**config.mk**
```make
export PLATFORM = sky130hd
export DESIGN_NAME = mm_seq_ctrl
export DESIGN_NICKNAME = d
export VERILOG_FILES = /design/src/rtl/mm_seq_ctrl.sv
export SDC_FILE = /design/constraint.sdc
export NUM_CORES = 1
export LEC_CHECK = 0
export BUFFER_PORTS_ARGS = -buffer_cell sky130_fd_sc_hd__buf_2
export CAP_MARGIN = 25
export CELL_PAD_IN_SITES_DETAIL_PLACEMENT = 0
export CELL_PAD_IN_SITES_GLOBAL_PLACEMENT = 1
export CORE_ASPECT_RATIO = 1.4
export CORE_MARGIN = 2
export CORE_UTILIZATION = 35
export CTS_BUF_LIST = sky130_fd_sc_hd__clkbuf_8
export DETAILED_ROUTE_END_ITERATION = 8
export PLACE_DENSITY_LB_ADDON = 0.05
export SLEW_MARGIN = 20
export SYNTH_ARGS = -nofsm -noshare
export SYNTH_HDL_FRONTEND = slang
export SYNTH_SLANG_ARGS = --single-unit
```
**constraint.sdc**
```tcl
create_clock -name clk_i -period 2.6 [get_ports clk_i]
set_input_delay 0.52 -clock clk_i [delete_from_list [all_inputs] [get_ports clk_i]]
set_output_delay 0.52 -clock clk_i [all_outputs]
set_load 0.005 [all_outputs]
```
**src/rtl/mm_seq_ctrl.sv**
```systemverilog
// mm_seq_ctrl
// Job sequencer for the 4x4 matrix-multiply datapath. A start pulse walks the
// FSM through weight load, activation feed, drain and result write, then a
// one-cycle done. Every output is registered, so outputs show the state one
// cycle after the FSM enters it.
//
// state    | meaning
// ---------+--------------------------------------------------------------
// S_IDLE   | waiting for start_i; base addresses captured on launch
// S_LOAD_W | N beats: inst=01, read weights at w_base+2k
// S_FEED_X | N beats: inst=10, read activations at x_base+2k
// S_DRAIN  | DRAIN_CYC cycles: inst=10, no reads, array still clocked
// S_WRITE  | N beats: inst=00, write results at o_base+4k
// S_DONE   | one cycle: done pulse, then back to S_IDLE
//
// Ports
//   clk_i       sole clock, rising edge
//   rst_i       synchronous active-high reset
//   start_i     job launch, sampled only in S_IDLE
//   stall_i     freeze request, no effect in S_IDLE
//   w_base_i    weight base address
//   x_base_i    activation base address
//   o_base_i    result base address
//   busy_o      high from first LOAD_W cycle through DONE
//   done_o      one-cycle completion pulse
//   inst_o      array instruction (00 idle, 01 load weight, 10 compute)
//   array_en_o  systolic array clock-enable
//   rd_en_o     input-buffer read strobe
//   rd_addr_o   input-buffer read address
//   wr_en_o     output-buffer write strobe
//   wr_addr_o   output-buffer write address
module mm_seq_ctrl #(
  parameter int N         = 4,
  parameter int ADDR_W    = 8,
  parameter int DRAIN_CYC = 6
) (
  input  logic              clk_i,
  input  logic              rst_i,
  input  logic              start_i,
  input  logic              stall_i,
  input  logic [ADDR_W-1:0] w_base_i,
  input  logic [ADDR_W-1:0] x_base_i,
  input  logic [ADDR_W-1:0] o_base_i,
  output logic              busy_o,
  output logic              done_o,
  output logic [1:0]        inst_o,
  output logic              array_en_o,
  output logic              rd_en_o,
  output logic [ADDR_W-1:0] rd_addr_o,
  output logic              wr_en_o,
  output logic [ADDR_W-1:0] wr_addr_o
);

  localparam int MAX_LEN = (N > DRAIN_CYC) ? N : DRAIN_CYC;
  localparam int CNT_W   = $clog2(MAX_LEN) + 1;

  localparam logic [1:0] INST_IDLE = 2'b00;
  localparam logic [1:0] INST_LDW  = 2'b01;
  localparam logic [1:0] INST_CMP  = 2'b10;

  typedef enum logic [2:0] {
    S_IDLE, S_LOAD_W, S_FEED_X, S_DRAIN, S_WRITE, S_DONE
  } state_t;

  state_t              state_q, state_d;
  logic [CNT_W-1:0]    cnt_q, cnt_d;
  logic [ADDR_W-1:0]   w_q, w_d, x_q, x_d, o_q, o_d;
  logic                busy_q, busy_d, done_q, done_d;
  logic [1:0]          inst_q, inst_d;
  logic                array_en_q, array_en_d;
  logic                rd_en_q, rd_en_d, wr_en_q, wr_en_d;
  logic [ADDR_W-1:0]   rd_addr_q, rd_addr_d, wr_addr_q, wr_addr_d;

  logic                frozen;
  logic                last_beat, last_drain;
  logic [ADDR_W-1:0]   rd_off, wr_off;

  assign frozen     = stall_i && (state_q != S_IDLE);
  assign last_beat  = (cnt_q == CNT_W'(N - 1));
  assign last_drain = (cnt_q == CNT_W'(DRAIN_CYC - 1));
  assign rd_off     = ADDR_W'(cnt_q) << 1;
  assign wr_off     = ADDR_W'(cnt_q) << 2;

  always_comb begin
    state_d    = state_q;
    cnt_d      = cnt_q;
    w_d        = w_q;
    x_d        = x_q;
    o_d        = o_q;
    busy_d     = (state_q != S_IDLE);
    done_d     = 1'b0;
    inst_d     = INST_IDLE;
    array_en_d = 1'b0;
    rd_en_d    = 1'b0;
    wr_en_d    = 1'b0;
    rd_addr_d  = rd_addr_q;
    wr_addr_d  = wr_addr_q;

    if (frozen) begin
      // Everything holds; only the strobes drop so no beat is lost.
      inst_d = inst_q;
    end else begin
      case (state_q)
        S_IDLE: begin
          if (start_i) begin
            state_d = S_LOAD_W;
            cnt_d   = '0;
            w_d     = w_base_i;
            x_d     = x_base_i;
            o_d     = o_base_i;
          end
        end
        S_LOAD_W: begin
          inst_d     = INST_LDW;
          array_en_d = 1'b1;
          rd_en_d    = 1'b1;
          rd_addr_d  = w_q + rd_off;
          if (last_beat) begin
            state_d = S_FEED_X;
            cnt_d   = '0;
          end else begin
            cnt_d = cnt_q + 1'b1;
          end
        end
        S_FEED_X: begin
          inst_d     = INST_CMP;
          array_en_d = 1'b1;
          rd_en_d    = 1'b1;
          rd_addr_d  = x_q + rd_off;
          if (last_beat) begin
            state_d = S_DRAIN;
            cnt_d   = '0;
          end else begin
            cnt_d = cnt_q + 1'b1;
          end
        end
        S_DRAIN: begin
          inst_d     = INST_CMP;
          array_en_d = 1'b1;
          if (last_drain) begin
            state_d = S_WRITE;
            cnt_d   = '0;
          end else begin
            cnt_d = cnt_q + 1'b1;
          end
        end
        S_WRITE: begin
          array_en_d = 1'b1;
          wr_en_d    = 1'b1;
          wr_addr_d  = o_q + wr_off;
          if (last_beat) begin
            state_d = S_DONE;
            cnt_d   = '0;
          end else begin
            cnt_d = cnt_q + 1'b1;
          end
        end
        S_DONE: begin
          done_d  = 1'b1;
          state_d = S_IDLE;
          cnt_d   = '0;
        end
        default: begin
          state_d = S_IDLE;
          cnt_d   = '0;
        end
      endcase
    end
  end

  always_ff @(posedge clk_i) begin
    if (rst_i) begin
      state_q    <= S_IDLE;
      cnt_q      <= '0;
      w_q        <= '0;
      x_q        <= '0;
      o_q        <= '0;
      busy_q     <= 1'b0;
      done_q     <= 1'b0;
      inst_q     <= INST_IDLE;
      array_en_q <= 1'b0;
      rd_en_q    <= 1'b0;
      wr_en_q    <= 1'b0;
      rd_addr_q  <= '0;
      wr_addr_q  <= '0;
    end else begin
      state_q    <= state_d;
      cnt_q      <= cnt_d;
      w_q        <= w_d;
      x_q        <= x_d;
      o_q        <= o_d;
      busy_q     <= busy_d;
      done_q     <= done_d;
      inst_q     <= inst_d;
      array_en_q <= array_en_d;
      rd_en_q    <= rd_en_d;
      wr_en_q    <= wr_en_d;
      rd_addr_q  <= rd_addr_d;
      wr_addr_q  <= wr_addr_d;
    end
  end

  assign busy_o     = busy_q;
  assign done_o     = done_q;
  assign inst_o     = inst_q;
  assign array_en_o = array_en_q;
  assign rd_en_o    = rd_en_q;
  assign rd_addr_o  = rd_addr_q;
  assign wr_en_o    = wr_en_q;
  assign wr_addr_o  = wr_addr_q;

endmodule
```
# == Word-level counts from Yosys, hierarchy flattened ==
# Index checks and enable logic that the tools add are counted.
# word_totals
elab_cells,60
register_bits,54
input_bits,28
output_inout_bits,23
# op_classes
mux,16
n_reduce_logical,14
add_sub_neg,4
n_eq_ne,12
n_bitwise,1
# op_table
operator,n
adder 8 x 5 -> 8 bit,2
one-hot mux 8 bit (2 select lines),1
two-way mux 3 bit,5
one-hot mux 3 bit (5 select lines),1
two-way mux 4 bit,3
one-hot mux 4 bit (3 select lines),1
inequality test 2 bit (second input constant),5
adder 8 x 6 -> 8 bit,1
equality test 3 x 2 -> 1 bit (second input constant),2
equality test 3 bit (second input constant),2
AND reduction 2 bit,3
AND reduction 6 bit,1
OR reduction 2 bit,3
adder 4 x 1 -> 4 bit (second input constant),1
equality test 4 x 2 -> 1 bit (second input constant),1
equality test 4 x 3 -> 1 bit (second input constant),1
two-way mux 1 bit,4
one-hot mux 2 bit (2 select lines),1
OR reduction 4 bit,1
equality test 3 x 1 -> 1 bit (second input constant),1
zero test 3 bit,1
AND reduction 3 bit,1
nonzero test 3 bit,1
OR reduction 3 bit,1
3 further kinds,3

# == Logic depth before layout (Yosys ltp) ==
# Gate-level depths: netlist of the first run.
# logic_depth
ltp_word,4
mapped_depth,10
depth_no_buf,9

# == Worst setup path after synthesis of the first run ==
# OpenSTA, ideal clock, no wires.
# synth_timing
kind,register to register
startpoint,register state_q[1]
endpoint,register rd_addr_q[7] (netlist: rd_addr_o[7])
required_time_ns,2.513
path_slack_ns,-0.057
arrival_ns,2.570
n_path_buf,1
setup_time_ns,0.087
stages_incl_launch_ff,11
synth_period_minus_slack_ns,2.657
cell_sequence,dfxtp_1 nor3b_1 buf_2 mux2_2 ha_1 fa_1 a211o_1 o2111ai_1 xnor2_1 mux2i_1 o31ai_1
# synth_via
elab_chain_len,4
elab_cells_between_ends,8
classes_between,2 x eq/ne; 1 x mux; 1 x bitwise; 4 x reduce/logical
# synth_rtl
item,line,rtl
start: declaration,65,"state_t state_q, state_d;"
start signal: assignment,187,state_q <= state_d;
"parallel branches: the longest is 4 deep, another holds equality test 3 x 2 -> 1 bit",n/a,
end signal: assignment,198,rd_addr_q <= rd_addr_d;
end: declaration,72,"logic [ADDR_W-1:0] rd_addr_q, rd_addr_d, wr_addr_q, wr_addr_d;"
# Several ways; the timed one is not identified.
# A chain may end at the register's enable or synchronous reset.

# == Worst setup path in the final report of the first run ==
# layout_timing
startpoint,register state_q[0]
endpoint,register rd_addr_q[7] (netlist: rd_addr_o[7])
# Same word-level chain as after synthesis.

==> results.py, run 1 <==
metrics = {
    "clock_tree": {
        "cts_hold_fix_bufs": 0,
        "clkLatencyLatePin_ns": 0.30,
        "cts.path.max_buffers": 2,
        "cts.sink_count": 54,
        "clkTransAtPathRegs_ns": 0.09,
        "ctsRootBufferMaster": "sky130_fd_sc_hd__clkbuf_8",
        "cts_h_tree_lvls": 2,
        "cts_tree": "done",
        "tritoncts.num_buffers": 5,
    },
    "power_and_ir_drop": {
        "cellLeakagePower_nw": 1.36,
        "p_per_area_nw_per_um2": 533,
        "ir_worst_vdd_uv": 203,
    },
    "grt": {
        "grt_antenna_before_repair": 0,
        "overflow": 0,
        "largest_net_degree_at_the_start_of_global_routing": 28,
        "groute.usage.overall_pct": 16.2,
        "wire_length_of_the_first_global_routing_pass_mm": 10.5,
        "first_global_vias": 2188,
    },
    "synthesis": {
        "asyncSetResetFlopFracSynth_pct": 0,
        "syn-num-nets": 339,
        "most_used_flip_flop_cell_after_synthesis": "sky130_fd_sc_hd__dfxtp_1",
        "synthDominantCellAreaShare_pct": 42.4,
        "synth_area_leaders": "sky130_fd_sc_hd__dfxtp_1 (42%), sky130_fd_sc_hd__nand2_1 (8.2%), sky130_fd_sc_hd__a21oi_1 (7.1%)",
        "ys_top_cells_by_count": "sky130_fd_sc_hd__nand2_1 (56), sky130_fd_sc_hd__dfxtp_1 (54), sky130_fd_sc_hd__a21oi_1 (36)",
        "count_leader_synth": "sky130_fd_sc_hd__nand2_1",
        "number_of_library_cell_types_mapped_by_synthesis": 41,
        "synthCells": 298,
        "synth-seq-cells": 54,
        "synth_area_per_inst_um2": 8.57,
        "synth_area_um2": 2550,
        "seq_area_frac_synth_pct": 42.4,
        "count_of_flip_flops_with_a_built_in_enable_after_synthesis": 0,
        "yosys_warnings": 0,
        "synth_area_leader_cell": "sky130_fd_sc_hd__dfxtp_1",
    },
    "finish": {
        "layoutNonFillerInstCount": 447,
        "layout-drive-gt1-share_pct": 25.0,
        "filler_cell_count": 752,
        "seq_area_um2": 1080,
        "area_of_combinational_cells_with_multiple_inputs_um2": 1450,
        "layout-area-overhead-vs-synth_pct": 21.5,
        "insertedDiodeCount": 0,
        "final_nets": 392,
        "final_design_utilization_pct": 44.1,
    },
    "floorplan": {
        "initial_utilization_pct": 36.3,
        "die_w_um": 76.2,
        "fp.dieArea_um2": 8000,
        "dieHeight_um": 105,
        "row_count": 36,
        "core_region_area_um2": 7030,
        "floorplan.io_pins": 51,
    },
    "worst_setup_path": {
        "start_to_end_type_of_the_worst_setup_path": "reg2reg",
        "critPathBufInv": 0,
        "critPathLaunchType": "flip-flop",
        "timing.critical_path.to_type": "flip-flop",
        "critical_path.max_fanout": 3,
        "arrival_ns": 2.67,
        "critical-path-slowest-cell": "sky130_fd_sc_hd__fa_2",
        "timing.critical_path.cells": "nor3b_4, mux2_4, ha_4, fa_2, a211o_1, o2111ai_1, xnor2_1, mux2i_1, o31ai_1",
        "required_time_of_the_worst_setup_path_ns": 2.82,
        "critPathTopFamily": "compound AO/OA/AOI/OAI gates",
        "cpPeakStageDelay_ns": 0.38,
    },
    "sta": {
        "tightest_slew_ns": 0.662,
        "worst_slew_margin_rel_pct": 54.6,
        "maxSlewViolCount": 0,
        "finalWorstPathRequiredPeriod_ns": 2.45,
        "worst_clock_skew_ns": 0.00543,
        "final_setup_violation_count": 0,
        "fin_crit_sh_pct": 94.4,
        "grt_setup_unrepaired": "no",
        "finalHoldViolations": 0,
        "timing.final.ws_setup_ns": 0.146,
        "max_freq_mhz": 407,
        "worst_hold_margin_ns": 0.443,
    },
    "placed_design": {
        "place_worst_setup_slack_ns": -0.0102,
        "gp_congestion": 0.767,
        "detailed_place_hpwl_mm": 4.36,
        "dp.cells": 435,
        "portBuffers": 50,
    },
    "run": {
        "cap_violations": 0,
    },
    "route": {
        "drc": 0,
        "drt_first_iter_violations": 96,
        "wl_per_cell_um": 13.4,
        "via_cell_ratio": 4.95,
        "antenna_violating_nets_post_route": 0,
        "first_pass_iters": 4,
        "drt_wirelength_mm": 6.01,
        "via_count": 2211,
    },
    "run_status": {
        "run_status": "completed",
    },
    "worst_hold_path": {
        "timing.hold.worst.class": "in2reg",
    },
}
power breakdown:
group	internal (mW)	leakage (nW)	switching, mW	total, mW
clock	0.212	0.0524	0.268	0.480
combinational	0.107	0.865	0.162	0.269
sequential	0.873	0.441	0.0305	0.903
total	1.19	1.36	0.460	1.65
layer usage:
layer | track usage [%] | vias to the layer above | share of wire (%)
met3 | 2.94 | 10 | 2.8
met4 | 7.27 | 0 | 2.9
met5 | 0 | - | 0
met1 | 20.2 | 1035 | 46
met2 | 27.2 | 32 | 48
li1 | - | 1134 | -
placed cells by master (no fill, tap or decap), types with 2 or more instances in the layout:
master and n:
sky130_fd_sc_hd__nor3b_1 4, sky130_fd_sc_hd__a21o_1 3, sky130_fd_sc_hd__buf_2 50, sky130_fd_sc_hd__o31ai_1 2
sky130_fd_sc_hd__nor4b_1 3, sky130_fd_sc_hd__nor3_1 9, sky130_fd_sc_hd__a21oi_1 36, sky130_fd_sc_hd__a211o_1 2
sky130_fd_sc_hd__buf_4 13, sky130_fd_sc_hd__a22oi_1 2, sky130_fd_sc_hd__mux2_2 2, sky130_fd_sc_hd__xnor2_1 5
sky130_fd_sc_hd__o21ai_0 6, sky130_fd_sc_hd__mux2i_1 14, sky130_fd_sc_hd__nand3_1 3, sky130_fd_sc_hd__inv_1 4
sky130_fd_sc_hd__mux2_4 2, sky130_fd_sc_hd__clkbuf_8 6, sky130_fd_sc_hd__nand3b_1 3, sky130_fd_sc_hd__xor2_1 4
sky130_fd_sc_hd__o21bai_1 2, sky130_fd_sc_hd__o21a_1 2, sky130_fd_sc_hd__a211oi_1 3, sky130_fd_sc_hd__ha_1 9
sky130_fd_sc_hd__nor2_1 28, sky130_fd_sc_hd__o21ai_2 3, sky130_fd_sc_hd__dfxtp_2 2, sky130_fd_sc_hd__ha_4 2
sky130_fd_sc_hd__nand2_1 56, sky130_fd_sc_hd__dfxtp_1 52
path summary, 6_finish.rpt:
check	from	to	slack, ns	cells past startpoint
min	o_base_i[0]	o_q[0]	0.44	3
max	state_q[0]	rd_addr_o[7]	0.15	9
min reg2reg	x_q[0]	x_q[0]	0.46	2
max reg2reg	state_q[0]	rd_addr_o[7]	0.15	9
through the flow:
| step | cell area (µm²) | TNS, ns | total power [mW] |
|---|---|---|---|
| 6_report | 3100 | 0 | 1.65 |
| 5_1_grt | 3100 | 0 | 1.76 |
| 4_1_cts | 3040 | 0 | 1.68 |
| 3_5_place_dp | 2920 | -0.0102 | 1.19 |
| 3_3_place_gp | 2920 | 0 | 1.19 |
| 2_1_floorplan | 2560 | 0 | 1.09 |
layout make-up:
class	instances	share of cell area [%]
clock inverters	2	0.282
multi-input cells	224	46.7
clock buffers	6	2.66
well taps	95	3.83
flip-flops and latches	54	34.9
inverters	3	0.363
repair buffers	63	11.2
sequential cells by signal, indices dropped and copies added, names as in the netlist, 2 cells and up:
register,cells
wr_addr_o,8
cnt_q,4
rd_addr_o,8
o_q,8
state_q,3
inst_o,2
w_q,8
x_q,8
timing repair:
action,in CTS,in global routing
endpoints found under the hold margin,0,0
endpoints found under the setup margin,1,2
pin swaps,0,5
buffers inserted,3,1
gates cloned,0,0
resized for setup,0,11
worst reg2reg max path, delay by kind of cell (launching register included):
kind                     cells  cell delay [ns]
multiplexers                 2             0.43
AND/OR/NAND/NOR              1             0.22
adder cells (fa/ha/maj)      2             0.55
AO/OA/AOI/OAI                3             0.69
flip-flops                   1             0.34
XOR/XNOR                     1             0.14
cells by family (layout without fill, tap and decap cells):
| family | after synthesis | in the layout | synth area share (%) |
|---|---|---|---|
| flops | 54 | 54 | 42.4 |
| mux | 18 | 18 | 7.25 |
| xor+xnor | 9 | 9 | 3.09 |
| fa+ha+maj | 13 | 13 | 6.96 |
| simple gates | 119 | 119 | 21.8 |
| compound gates | 65 | 65 | 15.4 |
| buf+inv | 20 | 74 | 3.14 |
(Power assumes the default switching activity.)
==> run 2, diff against run 1 <==
--- a/config.mk
+++ b/config.mk
@@ -15,6 +15,7 @@
 export CTS_BUF_LIST = sky130_fd_sc_hd__clkbuf_8
 export DETAILED_ROUTE_END_ITERATION = 8
 export PLACE_DENSITY_LB_ADDON = 0.05
+export REMOVE_ABC_BUFFERS = 1
 export SLEW_MARGIN = 20
 export SYNTH_ARGS = -nofsm -noshare
 export SYNTH_HDL_FRONTEND = slang
==> run 2 against run 1 <==
Against the previous run: total power down 2.0%; setup slack worse by 0.053 ns; highest routed layer unchanged; count of clock-buffer cells in the layout down 1; via count down 0.45%; non-clock buffer count up 3; die area unchanged.
==> results.py, run 2 (synthesis gave the netlist of run 1 again) <==
metrics = {
    "clock_tree": {
        "cts.sink_count": 54,
        "cts.path.max_buffers": 2,
        "cts_h_tree_lvls": 2,
        "cts_tree": "done",
        "cts_hold_fix_bufs": 0,
        "tritoncts.num_buffers": 5,
        "clkLatencyLatePin_ns": 0.31,
        "ctsRootBufferMaster": "sky130_fd_sc_hd__clkbuf_8",
        "clkTransAtPathRegs_ns": 0.10,
    },
    "worst_setup_path": {
        "critPathBufInv": 1,
        "critical-path-slowest-cell": "sky130_fd_sc_hd__dfxtp_2",
        "required_time_of_the_worst_setup_path_ns": 2.82,
        "timing.critical_path.to_type": "flip-flop",
        "cpPeakStageDelay_ns": 0.35,
        "critPathTopFamily": "compound AO/OA/AOI/OAI gates",
        "arrival_ns": 2.73,
        "critPathLaunchType": "flip-flop",
        "start_to_end_type_of_the_worst_setup_path": "reg2reg",
        "critical_path.max_fanout": 5,
        "timing.critical_path.cells": "nor3b_4, buf_6, mux2_4, ha_4, fa_2, a211o_1, o2111ai_2, xnor2_1, mux2i_1, o31ai_1",
    },
    "sta": {
        "final_setup_violation_count": 0,
        "maxSlewViolCount": 0,
        "finalWorstPathRequiredPeriod_ns": 2.51,
        "timing.final.ws_setup_ns": 0.0924,
        "tightest_slew_ns": 0.718,
        "worst_clock_skew_ns": 0.0126,
        "finalHoldViolations": 0,
        "worst_hold_margin_ns": 0.440,
        "worst_slew_margin_rel_pct": 50.8,
        "fin_crit_sh_pct": 96.4,
        "setup_tns_ns": 0,
        "max_freq_mhz": 399,
        "grt_setup_unrepaired": "yes",
    },
    "route": {
        "wl_per_cell_um": 13.5,
        "via_count": 2201,
        "antenna_violating_nets_post_route": 0,
        "drt_first_iter_violations": 129,
        "first_pass_iters": 4,
        "via_cell_ratio": 4.90,
        "drc": 0,
        "drt_wirelength_mm": 6.05,
    },
    "run_status": {
        "run_status": "completed",
    },
    "power_and_ir_drop": {
        "cellLeakagePower_nw": 1.37,
        "power.total_mw": 1.62,
        "ir_worst_vdd_uv": 219,
        "p_per_area_nw_per_um2": 522,
    },
    "finish": {
        "final_nets": 395,
        "final_cell_mix": "sky130_fd_sc_hd__nand2_1 (56), sky130_fd_sc_hd__dfxtp_1 (52), sky130_fd_sc_hd__buf_2 (50), sky130_fd_sc_hd__a21oi_1 (36), sky130_fd_sc_hd__nor2_1 (28)",
        "layout-area-overhead-vs-synth_pct": 21.5,
        "layout-drive-gt1-share_pct": 25.1,
        "filler_cell_count": 766,
        "mostFrequentLayoutCell": "sky130_fd_sc_hd__nand2_1",
        "insertedDiodeCount": 0,
    },
    "floorplan": {
        "core_region_area_um2": 7030,
        "dieHeight_um": 105,
        "fp.dieArea_um2": 8000,
        "initial_utilization_pct": 36.3,
        "die_w_um": 76.2,
        "row_count": 36,
        "floorplan.io_pins": 51,
    },
    "grt": {
        "overflow": 0,
        "grt_antenna_before_repair": 0,
        "wire_length_of_the_first_global_routing_pass_mm": 10.0,
        "first_global_vias": 2151,
        "groute.usage.overall_pct": 15.6,
        "largest_net_degree_at_the_start_of_global_routing": 29,
    },
    "placed_design": {
        "gp_congestion": 0.760,
        "portBuffers": 50,
        "detailed_place_hpwl_mm": 4.42,
        "place_worst_setup_slack_ns": -0.0490,
    },
    "worst_hold_path": {
        "timing.hold.worst.class": "in2reg",
    },
    "run": {
        "cap_violations": 0,
    },
}
## run 2: what timing repair did
item | in CTS | in global routing
hold endpoints to repair | 0 | 0
resized for setup | 1 | 11
setup buffers | 0 | 2
setup endpoints to repair | 2 | 2
pin swaps | 0 | 5
## run 2: report_power, final
part	leakage (nW)	total (mW)	switching, mW	internal, mW
clock	0.0466	0.446	0.267	0.179
combinational	0.878	0.269	0.162	0.108
sequential	0.441	0.904	0.0313	0.873
total	1.36	1.62	0.460	1.16
## run 2: area by class of cell
type                    instances  area [µm²]  share of cell area (%)
clock buffers                   5        68.8                    2.22
well taps                      95         119                    3.83
multi-input cells             224        1440                    46.3
clock inverters                 2        7.51                   0.242
flip-flops and latches         54        1080                    34.9
inverters                       3        11.3                   0.363
repair buffers                 66         374                    12.1
## run 2: path summary, 6_finish.rpt
check	startpoint	to	depth (start not counted)	slack, ns
worst max register to register	state_q[1]	rd_addr_o[7]	10	0.09
worst min register to register	x_q[2]	x_q[2]	2	0.46
worst min-delay path	w_base_i[6]	w_q[6]	3	0.44
worst max-delay path	state_q[1]	rd_addr_o[7]	10	0.09
## run 2: worst register-to-register path: cells and delay by family, from the launching register on
kind | cells | cell delay, ns
compound gates | 3 | 0.69
xor+xnor | 1 | 0.13
fa+ha+maj | 2 | 0.50
buf+inv | 1 | 0.15
flops | 1 | 0.35
mux | 2 | 0.40
simple gates | 1 | 0.21
## run 2: per-layer routing
layer  share of wire, %  GRT usage (%)  wire length, µm  up-vias
li1                   -              -                -     1139
met1                 43           17.9             2590     1021
met2                 53           28.8             3210       35
met3                2.6           2.68              156        6
met4                1.4           5.58               86        0
met5                  0              0                0        -
## run 2: stage by stage
| step | instances | cell area [µm²] | util [%] |
|---|---|---|---|
| 2_1_floorplan | 281 | 2480 | - |
| 3_3_place_gp | 440 | 2960 | 42.1 |
| 3_5_place_dp | 440 | 2960 | 42.1 |
| 4_1_cts | 447 | 3040 | 43.3 |
| 5_1_grt | 449 | 3100 | 44.1 |
| 6_report | 449 | 3100 | 44.1 |
